$ cat src/rtl/hazard_stall_unit.sv
// Stall/flush controller for the 5-stage pipeline. It covers load-use, taken-branch squash,
// data-memory wait and HLT drain, and it holds the halt state and a saturating stall counter.
module hazard_stall_unit #(
  parameter int REG_W        = 4,
  parameter int DRAIN_CYCLES = 4,
  parameter int CNT_W        = 16
) (
  input  logic             clk,
  input  logic             rst,
  input  logic [REG_W-1:0] IFID_rs,
  input  logic [REG_W-1:0] IFID_rt,
  input  logic             IFID_uses_rt,
  input  logic             IFID_halt,
  input  logic [REG_W-1:0] IDEX_rd,
  input  logic             IDEX_memread,
  input  logic             branch_taken,
  input  logic             mem_req,
  input  logic             mem_ready,
  output logic             pc_we,
  output logic             ifid_we,
  output logic             ifid_flush,
  output logic             idex_bubble,
  output logic             exmem_we,
  output logic             memwb_bubble,
  output logic             halted,
  output logic [CNT_W-1:0] stall_count
);

  localparam logic [1:0] ST_RUN    = 2'd0;
  localparam logic [1:0] ST_DRAIN  = 2'd1;
  localparam logic [1:0] ST_HALTED = 2'd2;

  localparam logic [3:0] DRAIN_INIT = 4'(DRAIN_CYCLES - 1);

  logic [1:0]       state_q, state_d;
  logic [3:0]       drain_cnt_q, drain_cnt_d;
  logic [CNT_W-1:0] stall_cnt_q, stall_cnt_d;

  logic freeze;
  logic load_use;
  logic pc_we_c, ifid_we_c, ifid_flush_c, idex_bubble_c;
  logic exmem_we_c, memwb_bubble_c, halted_c;

  assign freeze   = mem_req & ~mem_ready;
  assign load_use = IDEX_memread & (IDEX_rd != '0) &
                    ((IDEX_rd == IFID_rs) | (IFID_uses_rt & (IDEX_rd == IFID_rt)));

  // Priority within RUN/DRAIN: memory freeze, then branch squash, then load-use, then HLT.
  always_comb begin
    pc_we_c        = 1'b0;
    ifid_we_c      = 1'b0;
    ifid_flush_c   = 1'b0;
    idex_bubble_c  = 1'b0;
    exmem_we_c     = 1'b0;
    memwb_bubble_c = 1'b0;
    halted_c       = 1'b0;
    state_d        = state_q;
    drain_cnt_d    = drain_cnt_q;

    case (state_q)
      ST_RUN: begin
        if (freeze) begin
          memwb_bubble_c = 1'b1;
        end else if (branch_taken) begin
          pc_we_c       = 1'b1;
          ifid_we_c     = 1'b1;
          ifid_flush_c  = 1'b1;
          idex_bubble_c = 1'b1;
          exmem_we_c    = 1'b1;
        end else if (load_use) begin
          idex_bubble_c = 1'b1;
          exmem_we_c    = 1'b1;
        end else if (IFID_halt) begin
          ifid_we_c     = 1'b1;
          ifid_flush_c  = 1'b1;
          idex_bubble_c = 1'b1;
          exmem_we_c    = 1'b1;
          state_d       = ST_DRAIN;
          drain_cnt_d   = DRAIN_INIT;
        end else begin
          pc_we_c    = 1'b1;
          ifid_we_c  = 1'b1;
          exmem_we_c = 1'b1;
        end
      end
      ST_DRAIN: begin
        if (freeze) begin
          memwb_bubble_c = 1'b1;
        end else if (branch_taken) begin
          // An older branch ahead of the HLT resolved taken, so the halt is cancelled.
          pc_we_c       = 1'b1;
          ifid_we_c     = 1'b1;
          ifid_flush_c  = 1'b1;
          idex_bubble_c = 1'b1;
          exmem_we_c    = 1'b1;
          state_d       = ST_RUN;
        end else begin
          idex_bubble_c = 1'b1;
          exmem_we_c    = 1'b1;
          if (drain_cnt_q == 4'd0) begin
            state_d = ST_HALTED;
          end else begin
            drain_cnt_d = drain_cnt_q - 4'd1;
          end
        end
      end
      ST_HALTED: begin
        halted_c = 1'b1;
      end
      default: begin
        state_d = ST_RUN;
      end
    endcase
  end

  always_comb begin
    stall_cnt_d = stall_cnt_q;
    if ((state_q == ST_RUN) && (freeze || (load_use && !branch_taken)) &&
        (stall_cnt_q != {CNT_W{1'b1}})) begin
      stall_cnt_d = stall_cnt_q + 1'b1;
    end
  end

  always_ff @(posedge clk or posedge rst) begin
    if (rst) begin
      state_q     <= ST_RUN;
      drain_cnt_q <= 4'd0;
      stall_cnt_q <= '0;
    end else begin
      state_q     <= state_d;
      drain_cnt_q <= drain_cnt_d;
      stall_cnt_q <= stall_cnt_d;
    end
  end

  // Reset forces every control low without waiting for a clock edge.
  assign pc_we        = pc_we_c & ~rst;
  assign ifid_we      = ifid_we_c & ~rst;
  assign ifid_flush   = ifid_flush_c & ~rst;
  assign idex_bubble  = idex_bubble_c & ~rst;
  assign exmem_we     = exmem_we_c & ~rst;
  assign memwb_bubble = memwb_bubble_c & ~rst;
  assign halted       = halted_c & ~rst;
  assign stall_count  = stall_cnt_q;

endmodule

$ cat config.mk
export PLATFORM = sky130hd
export DESIGN_NAME = hazard_stall_unit
export DESIGN_NICKNAME = d
export VERILOG_FILES = /design/src/rtl/hazard_stall_unit.sv
export SDC_FILE = /design/constraint.sdc
export NUM_CORES = 1
export LEC_CHECK = 0
export CAP_MARGIN = 20
export CORE_ASPECT_RATIO = 0.75
export CORE_MARGIN = 2
export CORE_UTILIZATION = 23
export DETAILED_ROUTE_END_ITERATION = 12
export GPL_TIMING_DRIVEN = 0
export PLACE_DENSITY = 0.58
export RECOVER_POWER = 50
export SYNTH_ARGS = -nofsm -noshare
export SYNTH_HDL_FRONTEND = slang
export SYNTH_SLANG_ARGS = --single-unit
$ cat constraint.sdc
create_clock -name clk -period 2.1 [get_ports clk]
set_input_delay 0.525 -clock clk [delete_from_list [all_inputs] [get_ports clk]]
set_output_delay 0.525 -clock clk [all_outputs]
set_load 0.1 [all_outputs]
* After elaboration in Yosys (flattened, before gate mapping)
Index checks and enable logic that the tools add are counted.
** Word-level totals
- Register bits after elaboration :: 22
- Output and inout port bits :: 23
- Logic and storage cells :: 86
** Operators by class
- $add $sub $neg :: 2
- Equality and inequality tests :: 13
- Muxes and demuxes :: 41
- Bitwise gates (word level) :: 15
- Reduce and logical (&&, ||, !) cells :: 12
** Operators with widths (number)
- two-way mux 4 bit :: 7
- two-way mux 1 bit :: 21
- adder 16 x 1 -> 16 bit, second input constant :: 1
- inequality test 16 bit, second input constant :: 1
- two-way mux 2 bit :: 7
- inequality test 2 bit, second input constant :: 7
- bitwise AND 1 bit :: 11
- equality test 4 bit :: 2
- one-hot mux 1 bit (2 select lines) :: 4
- one-hot mux 4 bit (2 select lines) :: 1
- AND reduction 8 bit :: 1
- AND reduction 7 bit :: 1
- one-hot mux 2 bit (3 select lines) :: 1
- zero test 4 bit :: 1
- nonzero test 4 bit :: 1
- subtractor 4 x 1 -> 4 bit, second input constant :: 1
- logical AND 1 bit :: 3
- inequality test 3 bit, second input constant :: 1
- inverter 1 bit :: 3
- equality test 2 x 1 -> 1 bit, second input constant :: 1
- equality test 2 bit, second input constant :: 1
- zero test 2 bit :: 1
- nonzero test 2 bit :: 1
- OR reduction 2 bit :: 1
- other kinds (3) :: 3

* Depth between registers and ports, before layout
- Depth in word-level cells :: 9
- Mapped depth :: 8

* Worst setup path after synthesis
No wires, ideal clock.
- Kind :: in2out
- Start :: in mem_req
- End :: out idex_bubble
- Arrival time :: 3.983 ns
- Setup slack :: -2.408 ns
- Stages :: 3
- Cells stage by stage :: nor2b_1 -> nor3_1 -> o41a_1
** On the way
- Cells in the longest elaborated chain, start to end :: 4
- Elaborated cells between the ends (all ways) :: 5
** Ends and longest elaborated chain
- from (decl) :: RTL line 17 : input logic mem_req,
- bitwise AND 1 bit (*) :: RTL line 44 : assign freeze = mem_req & ~mem_ready;
- two-way mux 1 bit (on tied branches) :: RTL line 87, 62
- one-hot mux 1 bit (2 select lines) (*) :: RTL line 60 : case (state_q)
- bitwise AND 1 bit (*) :: RTL line 140 : assign idex_bubble = idex_bubble_c & ~rst;
- to (decl) :: RTL line 22 : output logic idex_bubble,
Every way passes the cells marked *; elsewhere a longest branch is shown, timed or not.

* Worst setup path in the final report
- Start :: in IFID_rs[3]
- End :: out ifid_flush
** On the way
- Cells in the longest elaborated chain, start to end :: 8
** Ends and longest elaborated chain
- from (decl) :: RTL line 10 : input logic [REG_W-1:0] IFID_rs,
- equality test 4 bit :: RTL line 46 : ((IDEX_rd == IFID_rs) | (IFID_uses_rt & (IDEX_rd == IFID_rt)));
- bitwise OR 1 bit :: RTL line 46
- bitwise AND 1 bit :: RTL line 45 : assign load_use = IDEX_memread & (IDEX_rd != '0) &
- two-way mux 1 bit :: RTL line 70 : end else if (load_use) begin
- two-way mux 1 bit :: RTL line 64 : end else if (branch_taken) begin
- two-way mux 1 bit :: RTL line 62 : if (freeze) begin
- one-hot mux 1 bit (2 select lines) :: RTL line 60
- bitwise AND 1 bit :: RTL line 139 : assign ifid_flush = ifid_flush_c & ~rst;
- to (decl) :: RTL line 21 : output logic ifid_flush,
No other way between the ends.

==> summary.txt <==
Run status
  – Status: finished, violations left
  – Violated checks: setup timing

Detailed routing
  – WL final: 3550 um
  – Met3 Routed Length: 120 um
  – Antenna Nets Post-Route: 0
  – DR WL/cell: 12.9 um
  – Metal2 WL: 1680 um
  – # DRC: 0
  – Met1 WL: 1720 um
  – Vias: 1229
  – Via density: 4.49
  – Initial DRC Count: 53
  – DRT Pass-1 Iters: 4
  – Top layer used by detailed routing: met4

Floorplanning
  – Std cell rows: 24
  – Die ar.: 6680 um2
  – Initial Util: 23.8%
  – Die Ht: 71.3 um
  – Core ar.: 5830 um2
  – IO Count: 43
  – Die X: 93.7 um

Power
  – Sequential Power Share: 33.3%
  – Clock power share: 14.1%
  – Pwr dens: 798 nW/um2
  – Worst IR Drop VDD: 0.322 mV
  – Gate power share: 52.6%
  – Cell internal pwr: 0.000959 W
  – Switching Share: 48.2%
  – Psw: 0.000893 W
  – Pleak: 0.989 nW

Global route
  – Vias in the first global route: 1290
  – Grt total ovfl: 0
  – Largest net degree at the start of global routing: 23
  – Initial antenna violation count: 0
  – Gr usage total: 11.5%
  – First-pass GRT wire length: 6200 um

STA
  – Rel. slew slack: 35.7%
  – Fmax: 426 MHz
  – Final worst slack: -247 ps
  – Endpoints failing setup: 5
  – Period utilization: 112%
  – Min cycle time layout: 2350 ps
  – Worst Max-Slew Pin Slew: 969 ps
  – Clock Skew: 2.81 ps
  – Unrepaired setup endpoints after global routing: yes
  – Hold Fails Final Rpt: 0
  – Final number of max-transition violations: 0

Synthesis
  – Yosys warns: 0
  – #FFs+latches synth: 22
  – Post-Syn Area per Cell: 9.84 um2
  – Gate count of the mapped netlist: 141
  – Syn Nets: 164
  – Count of cell types in the netlist: 43
  – Sequential share of the synthesized area: 39.7%
  – Synth Cell Area: 1390 um2

Worst setup path
  – CP max stage cell: nor4_4
  – Setup crit start: IFID_rs[3]
  – Worst Setup End Kind: output port
  – Setup CP Type: in2out
  – Crit-path cells: buf_8, xor2_4, nor4_4, a31oi_4, nor2_4, nor3b_2, o21a_4, buf_12
  – Critical Path Max Stage Delay: 320 ps
  – Arr. time, crit path: 1820 ps
  – Startpoint Class: input port
  – CP Data Required Time: 1570 ps
  – Worst-path maximum fanout: 5
  – Worst r2r src: stall_count[4]

CTS
  – Clock Root Buffer: clkbuf_8
  – Htree depth: 1
  – CTS Sinks: 22
  – Worst-case clock buffer depth: 2
  – Clock Latency Late Sink: 260 ps
  – CTS clk-pin slew, worst paths: 70 ps
  – Num CTS Buffers: 3
  – TritonCTS clock tree: yes

Final layout
  – Most frequent cells in the layout: 13 x dfrtp_1, 12 x xnor2_1, 12 x dlygate4sd2_1
  – Post-route cell area: 2320 um2
  – Layout Cells excl Fill: 274
  – Ant diodes: 0
  – Area Growth Syn to Fin: 67.2%
  – Most common cell after layout, fill and taps aside: dfrtp_1
  – Share of post-route cells with drive strength above 1: 39.8%
  – Final nets: 220

Place
  – Placed cells: 260
  – Dpl ws: -2000 ps
  – DP Wirelength: 2510 um
  – Placed cell area: 1980 um2
  – Port Buf Inserts: 41
  – Final GP Congestion: 0.751

Hold path
  – Hold WC Path Type: reg2reg
  – Hold Crit Start: stall_count[9]

Run
  – Max-cap violations: 0
-- synth_stat cells, drive strengths merged --
master / number / share of area (%)
nand2: 6 / 1.6
o211ai: 1 / 0.54
mux2i: 1 / 0.72
nor4: 2 / 1.4
and3: 7 / 3.2
buf: 2 / 1.2
nand4: 10 / 5.6
a21oi: 1 / 0.36
or2b: 1 / 0.63
o21ai: 3 / 1.1
nor3b: 2 / 1.1
o41ai: 1 / 1.2
ha: 3 / 2.7
and2: 3 / 1.4
nand3: 7 / 2.9
o21a: 4 / 2.2
a22oi: 1 / 0.54
or3: 1 / 0.45
a2bb2oi: 1 / 0.63
a41oi: 1 / 0.63
a32o: 1 / 0.72
nor2: 8 / 2.2
o31ai: 2 / 2.1
xnor2: 13 / 8.2
clkbuf: 5 / 1.5
dfrtp: 22 / 40
nor2b: 2 / 0.90
mux2: 1 / 1.1
a311oi: 1 / 0.63
a31oi: 4 / 1.8
and4: 3 / 1.9
o41a: 1 / 0.81
nand2b: 1 / 0.45
inv: 7 / 1.9
nor3: 5 / 1.8
xor2: 7 / 4.4
-- sequential cells by signal, indices dropped and copies added, names as in the netlist --
signal	count
stall_count	16
drain_cnt_q	4
state_q	2
-- worst paths after layout --
check                      slack [ps]  cells after the start              to
min in group asynchronous         680                      2  stall_count[2]
max reg2reg                        80                      7  stall_count[9]
min                               470                      1  stall_count[9]
max                              -250                      8      ifid_flush
min reg2reg                       470                      1  stall_count[9]
max in group asynchronous         830                      2  stall_count[3]
-- kinds of logic after synthesis --
| family | synth area share, % |
|---|---|
| buf+inv | 4.60 |
| fa+ha+maj | 2.71 |
| flops | 39.7 |
| mux | 1.80 |
| xor+xnor | 12.6 |
| simple gates | 25.4 |
| compound gates | 13.2 |
-- power groups by stage --
stage          logic (W)  registers [W]  clock network [W]
6_report        0.000974       0.000616           0.000261
5_1_grt          0.00104       0.000634           0.000288
4_1_cts         0.000955       0.000617           0.000270
3_5_place_dp    0.000905       0.000625                  0
3_3_place_gp    0.000901       0.000625                  0
2_1_floorplan   0.000362       0.000933                  0
-- timing repair --
| item | 4_1_cts | 5_1_grt |
|---|---|---|
| cloned | 0 | 1 |
| setup endpoints to repair | 43 | 23 |
| pin swaps | 20 | 11 |
| resized for setup | 155 | 20 |
| hold buffers | 0 | 0 |
| setup buffers | 7 | 3 |
-- through the flow --
step	total power, W	setup TNS [ps]	util [%]	hold slack [ps]
finish	0.00185	-883	39.8	468
global route	0.00196	-1460	39.8	503
global placement	0.00153	-19630	34.1	470
CTS	0.00184	-1030	38.2	485
floorplan	0.00130	-1790	-	501
detailed placement	0.00153	-20400	34.1	473
-- layout make-up --
type | instances | area, um2
fill | 599 | 3510
multi-input combinational | 105 | 970
sequential | 22 | 572
timing repair buffer | 52 | 568
tap | 78 | 97.6
clock buffer | 4 | 45.0
buffer | 6 | 41.3
inverter | 7 | 26.3
-- critical path: cells and delay by family --
kind,cells,cell delay [ps]
buf+inv,2,260
simple gates,3,570
xor+xnor,1,170
compound gates,2,280
-- per-layer routing --
layer	global-route usage [%]	vias up
li1	-	616
met2	18.3	23
met4	1.45	0
met3	2.42	2
met5	0	-
met1	16.7	588
Note: power is estimated with default switching activity, not from simulation.
